### config.mk
export PLATFORM = sky130hd
export DESIGN_NAME = ysyx_25010008_arbiter
export DESIGN_NICKNAME = d
export VERILOG_FILES = /design/src/rtl/ysyx_25010008_pkg.sv /design/src/rtl/ysyx_25010008_arbiter.sv
export SDC_FILE = /design/constraint.sdc
export NUM_CORES = 1
export LEC_CHECK = 0
export ABC_CLOCK_PERIOD_IN_PS = 1990
export BUFFER_PORTS_ARGS = -buffer_cell sky130_fd_sc_hd__buf_2
export CAP_MARGIN = 40
export CORE_AREA = 3 3 160 162
export DETAILED_ROUTE_END_ITERATION = 10
export DIE_AREA = 0 0 163 165
export GPL_ROUTABILITY_DRIVEN = 1
export PLACE_DENSITY_LB_ADDON = 0.1
export SYNTH_ARGS = -nofsm -noshare
export SYNTH_HDL_FRONTEND = slang
export SYNTH_SLANG_ARGS = --single-unit
### constraint.sdc
create_clock -name clk -period 1.99 [get_ports clk]
set_clock_uncertainty 0.1 [all_clocks]
set_input_delay 0.398 -clock clk [delete_from_list [all_inputs] [get_ports clk]]
set_output_delay 0.398 -clock clk [all_outputs]
set_load 0.03 [all_outputs]
### src/rtl/ysyx_25010008_pkg.sv
// +--------------------------------------------------------------------+
// | ysyx_25010008_pkg: shared AXI widths and read-arbiter encodings     |
// | Rev 1.0                                                             |
// +--------------------------------------------------------------------+
`default_nettype none

package ysyx_25010008_pkg;

  localparam int ADDR_W = 32;
  localparam int DATA_W = 32;
  localparam int STRB_W = 32;

  typedef enum logic [1:0] {
    ST_IDLE    = 2'd0,
    ST_GNT_IFU = 2'd1,
    ST_GNT_LSU = 2'd2
  } arb_state_t;

  typedef enum logic {
    MST_IFU = 1'b0,
    MST_LSU = 1'b1
  } master_t;

endpackage

`default_nettype wire

### src/rtl/ysyx_25010008_arbiter.sv
// +--------------------------------------------------------------------+
// | ysyx_25010008_arbiter: IFU/LSU read arbiter with LSU write bypass   |
// | Rev 1.0                                                             |
// +--------------------------------------------------------------------+
`default_nettype none

module ysyx_25010008_arbiter
  import ysyx_25010008_pkg::*;
#(
  parameter int ROUND_ROBIN = 0
) (
  input  logic              clk,
  input  logic              rst,
  // IFU read channels
  input  logic [ADDR_W-1:0] ifu_araddr,
  input  logic              ifu_arvalid,
  output logic              ifu_arready,
  output logic [DATA_W-1:0] ifu_rdata,
  output logic              ifu_rresp,
  output logic              ifu_rvalid,
  input  logic              ifu_rready,
  // LSU read channels
  input  logic [ADDR_W-1:0] lsu_araddr,
  input  logic              lsu_arvalid,
  output logic              lsu_arready,
  output logic [DATA_W-1:0] lsu_rdata,
  output logic              lsu_rresp,
  output logic              lsu_rvalid,
  input  logic              lsu_rready,
  // LSU write channels
  input  logic [ADDR_W-1:0] lsu_awaddr,
  input  logic              lsu_awvalid,
  output logic              lsu_awready,
  input  logic [DATA_W-1:0] lsu_wdata,
  input  logic [STRB_W-1:0] lsu_wstrb,
  input  logic              lsu_wvalid,
  output logic              lsu_wready,
  output logic              lsu_bresp,
  output logic              lsu_bvalid,
  input  logic              lsu_bready,
  // Memory read channels
  output logic [ADDR_W-1:0] mem_araddr,
  output logic              mem_arvalid,
  input  logic              mem_arready,
  input  logic [DATA_W-1:0] mem_rdata,
  input  logic              mem_rresp,
  input  logic              mem_rvalid,
  output logic              mem_rready,
  // Memory write channels
  output logic [ADDR_W-1:0] mem_awaddr,
  output logic              mem_awvalid,
  input  logic              mem_awready,
  output logic [DATA_W-1:0] mem_wdata,
  output logic [STRB_W-1:0] mem_wstrb,
  output logic              mem_wvalid,
  input  logic              mem_wready,
  input  logic              mem_bresp,
  input  logic              mem_bvalid,
  output logic              mem_bready
);

  arb_state_t r_state;
  arb_state_t w_state_nxt;
  logic       r_ar_done;
  master_t    r_last_grant;

  logic       w_own_ifu;
  logic       w_own_lsu;
  logic       w_ar_hs;
  logic       w_r_hs;

  assign w_own_ifu = (r_state == ST_GNT_IFU);
  assign w_own_lsu = (r_state == ST_GNT_LSU);
  assign w_ar_hs   = mem_arvalid && mem_arready;
  assign w_r_hs    = mem_rvalid && mem_rready;

  always_ff @(posedge clk or posedge rst) begin
    if (rst) begin
      r_state      <= ST_IDLE;
      r_ar_done    <= 1'b0;
      r_last_grant <= MST_IFU;
    end else begin
      r_state <= w_state_nxt;
      if (w_r_hs) begin
        r_ar_done <= 1'b0;
      end else if (w_ar_hs) begin
        r_ar_done <= 1'b1;
      end
      if (r_state == ST_IDLE && w_state_nxt == ST_GNT_LSU) begin
        r_last_grant <= MST_LSU;
      end else if (r_state == ST_IDLE && w_state_nxt == ST_GNT_IFU) begin
        r_last_grant <= MST_IFU;
      end
    end
  end

  // Grants are only made from IDLE, which guarantees one idle cycle between reads.
  always_comb begin
    w_state_nxt = r_state;
    case (r_state)
      ST_IDLE: begin
        if (ifu_arvalid && lsu_arvalid) begin
          if ((ROUND_ROBIN != 0) && (r_last_grant == MST_LSU)) begin
            w_state_nxt = ST_GNT_IFU;
          end else begin
            w_state_nxt = ST_GNT_LSU;
          end
        end else if (lsu_arvalid) begin
          w_state_nxt = ST_GNT_LSU;
        end else if (ifu_arvalid) begin
          w_state_nxt = ST_GNT_IFU;
        end
      end
      ST_GNT_IFU, ST_GNT_LSU: begin
        if (w_r_hs) begin
          w_state_nxt = ST_IDLE;
        end
      end
      default: w_state_nxt = ST_IDLE;
    endcase
  end

  // Once the address has been accepted, AR is masked so it is never issued twice.
  always_comb begin
    mem_araddr  = '0;
    mem_arvalid = 1'b0;
    mem_rready  = 1'b0;
    ifu_arready = 1'b0;
    ifu_rdata   = '0;
    ifu_rresp   = 1'b0;
    ifu_rvalid  = 1'b0;
    lsu_arready = 1'b0;
    lsu_rdata   = '0;
    lsu_rresp   = 1'b0;
    lsu_rvalid  = 1'b0;
    if (w_own_ifu) begin
      mem_araddr  = ifu_araddr;
      mem_arvalid = ifu_arvalid && !r_ar_done;
      ifu_arready = mem_arready && !r_ar_done;
      mem_rready  = ifu_rready;
      ifu_rdata   = mem_rdata;
      ifu_rresp   = mem_rresp;
      ifu_rvalid  = mem_rvalid;
    end else if (w_own_lsu) begin
      mem_araddr  = lsu_araddr;
      mem_arvalid = lsu_arvalid && !r_ar_done;
      lsu_arready = mem_arready && !r_ar_done;
      mem_rready  = lsu_rready;
      lsu_rdata   = mem_rdata;
      lsu_rresp   = mem_rresp;
      lsu_rvalid  = mem_rvalid;
    end
  end

  // Write path bypasses arbitration entirely and may overlap any read.
  assign mem_awaddr  = lsu_awaddr;
  assign mem_awvalid = lsu_awvalid;
  assign lsu_awready = mem_awready;
  assign mem_wdata   = lsu_wdata;
  assign mem_wstrb   = lsu_wstrb;
  assign mem_wvalid  = lsu_wvalid;
  assign lsu_wready  = mem_wready;
  assign lsu_bresp   = mem_bresp;
  assign lsu_bvalid  = mem_bvalid;
  assign mem_bready  = lsu_bready;

endmodule

`default_nettype wire

==> results by group <==
Finish
  • Most used cells in the layout excluding fill and tap cells: sky130_fd_sc_hd__buf_2 (108), sky130_fd_sc_hd__buf_6 (101), sky130_fd_sc_hd__nand2_1 (59)
  • Most common cell after layout, fill and taps aside: sky130_fd_sc_hd__buf_2
  • Final #Nets: 649
  • Fraction of layout cells with a size suffix above 1: between 70% and 80%
  • Fin util: approximately 16%
  • Growth of design area from synthesis to finish: 104%
  • Antenna fix cells: 0

Power
  • Combinational group share of total power: 92.0%
  • Leakage power summed over all cells: 1.92 nW
  • Fraction of power spent switching nets: between 50% and 60%
  • Power per cell area: 1440 mW/mm²
  • P_int: ~2.8 mW
  • Reported net switching power: 2.90 mW
  • Clk network pwr share: 5.7%
  • Register share of total power: between 2 and 2.5%
  • Maximum ir drop on the vdd rail: 0.569 mV

Yosys
  • Register bit total from synthesis: 3
  • Adder and majority gate portion of the synthesized area: 1.92%
  • Post-synthesis net count: 524
  • Post-synthesis cell area: roughly 0.0020 mm²
  • Gate Count Post-Synth: 313
  • Sequential share of the synthesized area: under 10%
  • Synth Area in Simple Gates: a little under two fifths
  • Mean area per synthesized cell: approximately 6.2 µm²
  • Combinational family with the most area after synthesis: buffers and inverters
  • Multiplexer share of the synthesized area: 0%
  • Distinct cell type count of the synthesized netlist: 22
  • Share of the synthesized area in compound gates (AO/OA/AOI/OAI): between 10% and 20%
  • Xor/xnor cell area share of the yosys netlist: 0%
  • Synth warnings: 0

Placement
  • HPWL after detailed placement: 7.20 mm
  • Worst-case setup slack after placement: -0.00578 ns
  • Final RePlAce weighted congestion: 0.693
  • Count of input and output buffers: 208

Floorplan
  • Floorplan Core Area: roughly 0.024 mm²
  • Chip Width: 163 µm
  • Full die area: 0.0269 mm²
  • Number of rows in the core area: 57
  • Num ports: 415
  • Vertical extent of the die: 165 µm
  • Initial core utilization: between 8 and 9%

Clock network
  • CTS H-Tree Depth: 1
  • Worst-Skew Late Latency: about 0.23 ns
  • CTS root buf: sky130_fd_sc_hd__clkbuf_16
  • Clock tree from TritonCTS: built
  • Maximum clock insertion buffer count: 2
  • Clock Sinks: 3
  • Clock slew seen by the registers of the worst setup and hold paths: 0.03 ns
  • TritonCTS buffer count: 3

Setup path
  • Maximum single-stage delay on the critical path: 0.42 ns
  • Type of the worst setup path: register to output pin
  • Nature of the critical path endpoint: output pin
  • Worst Path Buf+Inv: 4
  • Cell-by-cell listing of the critical path: inv_2, ha_4, nor2b_4, buf_6, buf_6, and3b_1, buf_6
  • Cell type of the slowest stage on the worst timing path: sky130_fd_sc_hd__dfrtp_1
  • Cell family contributing the most delay on the critical path: buffers and inverters
  • Worst path most repeated cell: sky130_fd_sc_hd__buf_6
  • Highest net fanout along the worst path: 5
  • Critical Path Start Type: register
  • Arr. time, crit path: 1.62 ns
  • Crit path required time: approximately 1.5 ns

Detailed routing
  • Aggregate routed wire length: 10.3 mm
  • Via density per instance: 3.14
  • Average routed wire per standard cell: 13.6 µm
  • Iteration-0 DRC count of the detailed router: 41
  • Count of antenna-violating nets left after detailed routing: 0
  • Number of vias after detailed routing: 2390
  • DRC violation count after routing: 0
  • Number of detailed-routing iterations run before antenna repair: 4

Min path
  • Worst min-delay path class: primary input to register

Global routing
  • Via count of the first global-routing pass: between 2000 and 2500
  • Largest net degree at the start of global routing: 25
  • Global router's overall resource usage: between 6 and 7%
  • Wire length of the first global-routing pass: 13.2 mm
  • Remaining global-route overflow: 0
  • Initial antenna violation count: 1

STA
  • Total setup violations reported at the end of the flow: 96
  • Crit share post-route: 107%
  • Fin. Hold Viols: 0
  • Timing-limited maximum frequency: 0.472 GHz
  • Slew at the pin closest to its max-slew limit: approximately 0.24 ns
  • Unrepaired setup endpoints after global routing: yes
  • Worst slew margin relative to its limit: roughly 84%
  • Post-layout min period: 2.12 ns
  • Number of max-slew violations in the final report: 0
  • Final worst-path setup slack: -0.131 ns

Status
  • Violations in the final reports: setup timing
  • Result of the run: finished with violations

Job
  • MaxCap Viol Count: 0
-- metal layers --
layer	track usage [%]	vias up	routed length [µm]
li1	-	1125	-
met1	5.45	1092	3380
met2	13.0	120	5780
met3	1.25	51	730
met4	3.19	2	423
met5	0	-	16
-- synthesized netlist by cell type --
| cell | n | area [µm²] |
|---|---|---|
| sky130_fd_sc_hd__nand3b_1 | 1 | 7.51 |
| sky130_fd_sc_hd__buf_4 | 104 | 781 |
| sky130_fd_sc_hd__dfrtp_1 | 3 | 75.1 |
| sky130_fd_sc_hd__nand2_1 | 65 | 244 |
| sky130_fd_sc_hd__buf_6 | 1 | 11.3 |
| sky130_fd_sc_hd__a2bb2oi_1 | 2 | 17.5 |
| sky130_fd_sc_hd__a22o_1 | 1 | 8.76 |
| sky130_fd_sc_hd__a21boi_0 | 2 | 15.0 |
| sky130_fd_sc_hd__a211oi_1 | 1 | 7.51 |
| sky130_fd_sc_hd__nor2b_1 | 2 | 12.5 |
| sky130_fd_sc_hd__and3b_1 | 2 | 17.5 |
| sky130_fd_sc_hd__nand2b_1 | 1 | 6.26 |
| sky130_fd_sc_hd__and2_1 | 68 | 425 |
| sky130_fd_sc_hd__nand3b_4 | 1 | 20.0 |
| sky130_fd_sc_hd__o21ai_0 | 31 | 155 |
| sky130_fd_sc_hd__buf_2 | 3 | 15.0 |
| sky130_fd_sc_hd__inv_1 | 4 | 15.0 |
| sky130_fd_sc_hd__clkbuf_1 | 14 | 52.6 |
| sky130_fd_sc_hd__a32o_1 | 1 | 10.0 |
| sky130_fd_sc_hd__a21oi_1 | 2 | 10.0 |
| sky130_fd_sc_hd__ha_1 | 3 | 37.5 |
| sky130_fd_sc_hd__a221o_1 | 1 | 10.0 |
-- power groups by stage --
stage	combinational, mW	sequential (mW)	clock, mW
2_1_floorplan	2.82	0.109	0
6_report	5.27	0.131	0.327
5_1_grt	5.61	0.135	0.337
3_5_place_dp	3.59	0.122	0
3_3_place_gp	3.61	0.124	0
4_1_cts	4.80	0.128	0.332
-- path summary, 6_finish.rpt --
path	startpoint	endpoint	slack, ns	cells after the start
hold / removal	mem_rvalid	r_ar_done$_DFFE_PP0P_	0.31	2
hold reg to reg	r_ar_done$_DFFE_PP0P_	r_ar_done$_DFFE_PP0P_	0.51	1
max in group asynchronous	rst	r_state[0]$_DFFE_PP0P_	1.16	3
setup / recovery	r_state[0]$_DFFE_PP0P_	lsu_arready	-0.13	7
min in group asynchronous	rst	r_ar_done$_DFFE_PP0P_	0.48	3
setup reg to reg	r_state[0]$_DFFE_PP0P_	r_state[1]$_DFFE_PP0P_	0.11	7
-- repair_timing --
item                                   4_1_cts  5_1_grt
resized for setup                          220       73
gates cloned                                 5        4
pin swaps                                   24        7
endpoints found under the hold margin        3        0
setup endpoints to repair                   98      104
hold buffers                                 1        0
setup buffers                                9        4
-- area by class of cell --
class                           instances  area (µm²)
Multi-Input combinational cell        184        1310
Fill cell                            2789       20300
Sequential cell                         3        75.1
Clock buffer                            4        78.8
Tap cell                              324         405
Timing Repair Buffer                  242        2110
Inverter                                4        15.0
-- logic make-up (layout without fill, tap and decap cells) --
family	Yosys count	count (layout)
adders and majority gates	3	3
buffers and inverters	126	250
DFF	3	3
and+or+nand+nor	140	140
AOI/OAI and AO/OA	41	41
-- per-stage QoR --
| step | setup TNS (ns) | hold WS [ns] | std cells | cell area [µm²] | power (mW) |
|---|---|---|---|---|---|
| floorplan | -0.0580 | 0.0516 | 313 | 2100 | 2.93 |
| global route | -12.80 | 0.324 | 761 | 3990 | 6.08 |
| global placement | 0 | 0.178 | 735 | 2830 | 3.73 |
| finish | -6.89 | 0.306 | 761 | 3990 | 5.73 |
| CTS | -7.04 | 0.293 | 753 | 3680 | 5.26 |
| detailed placement | -0.00578 | 0.183 | 735 | 2830 | 3.71 |
-- sequential cells by signal, summed over array words and instances, names as in the netlist --
signal	cells
r_ar_done	1
r_state	2
(Power assumes the default switching activity.)
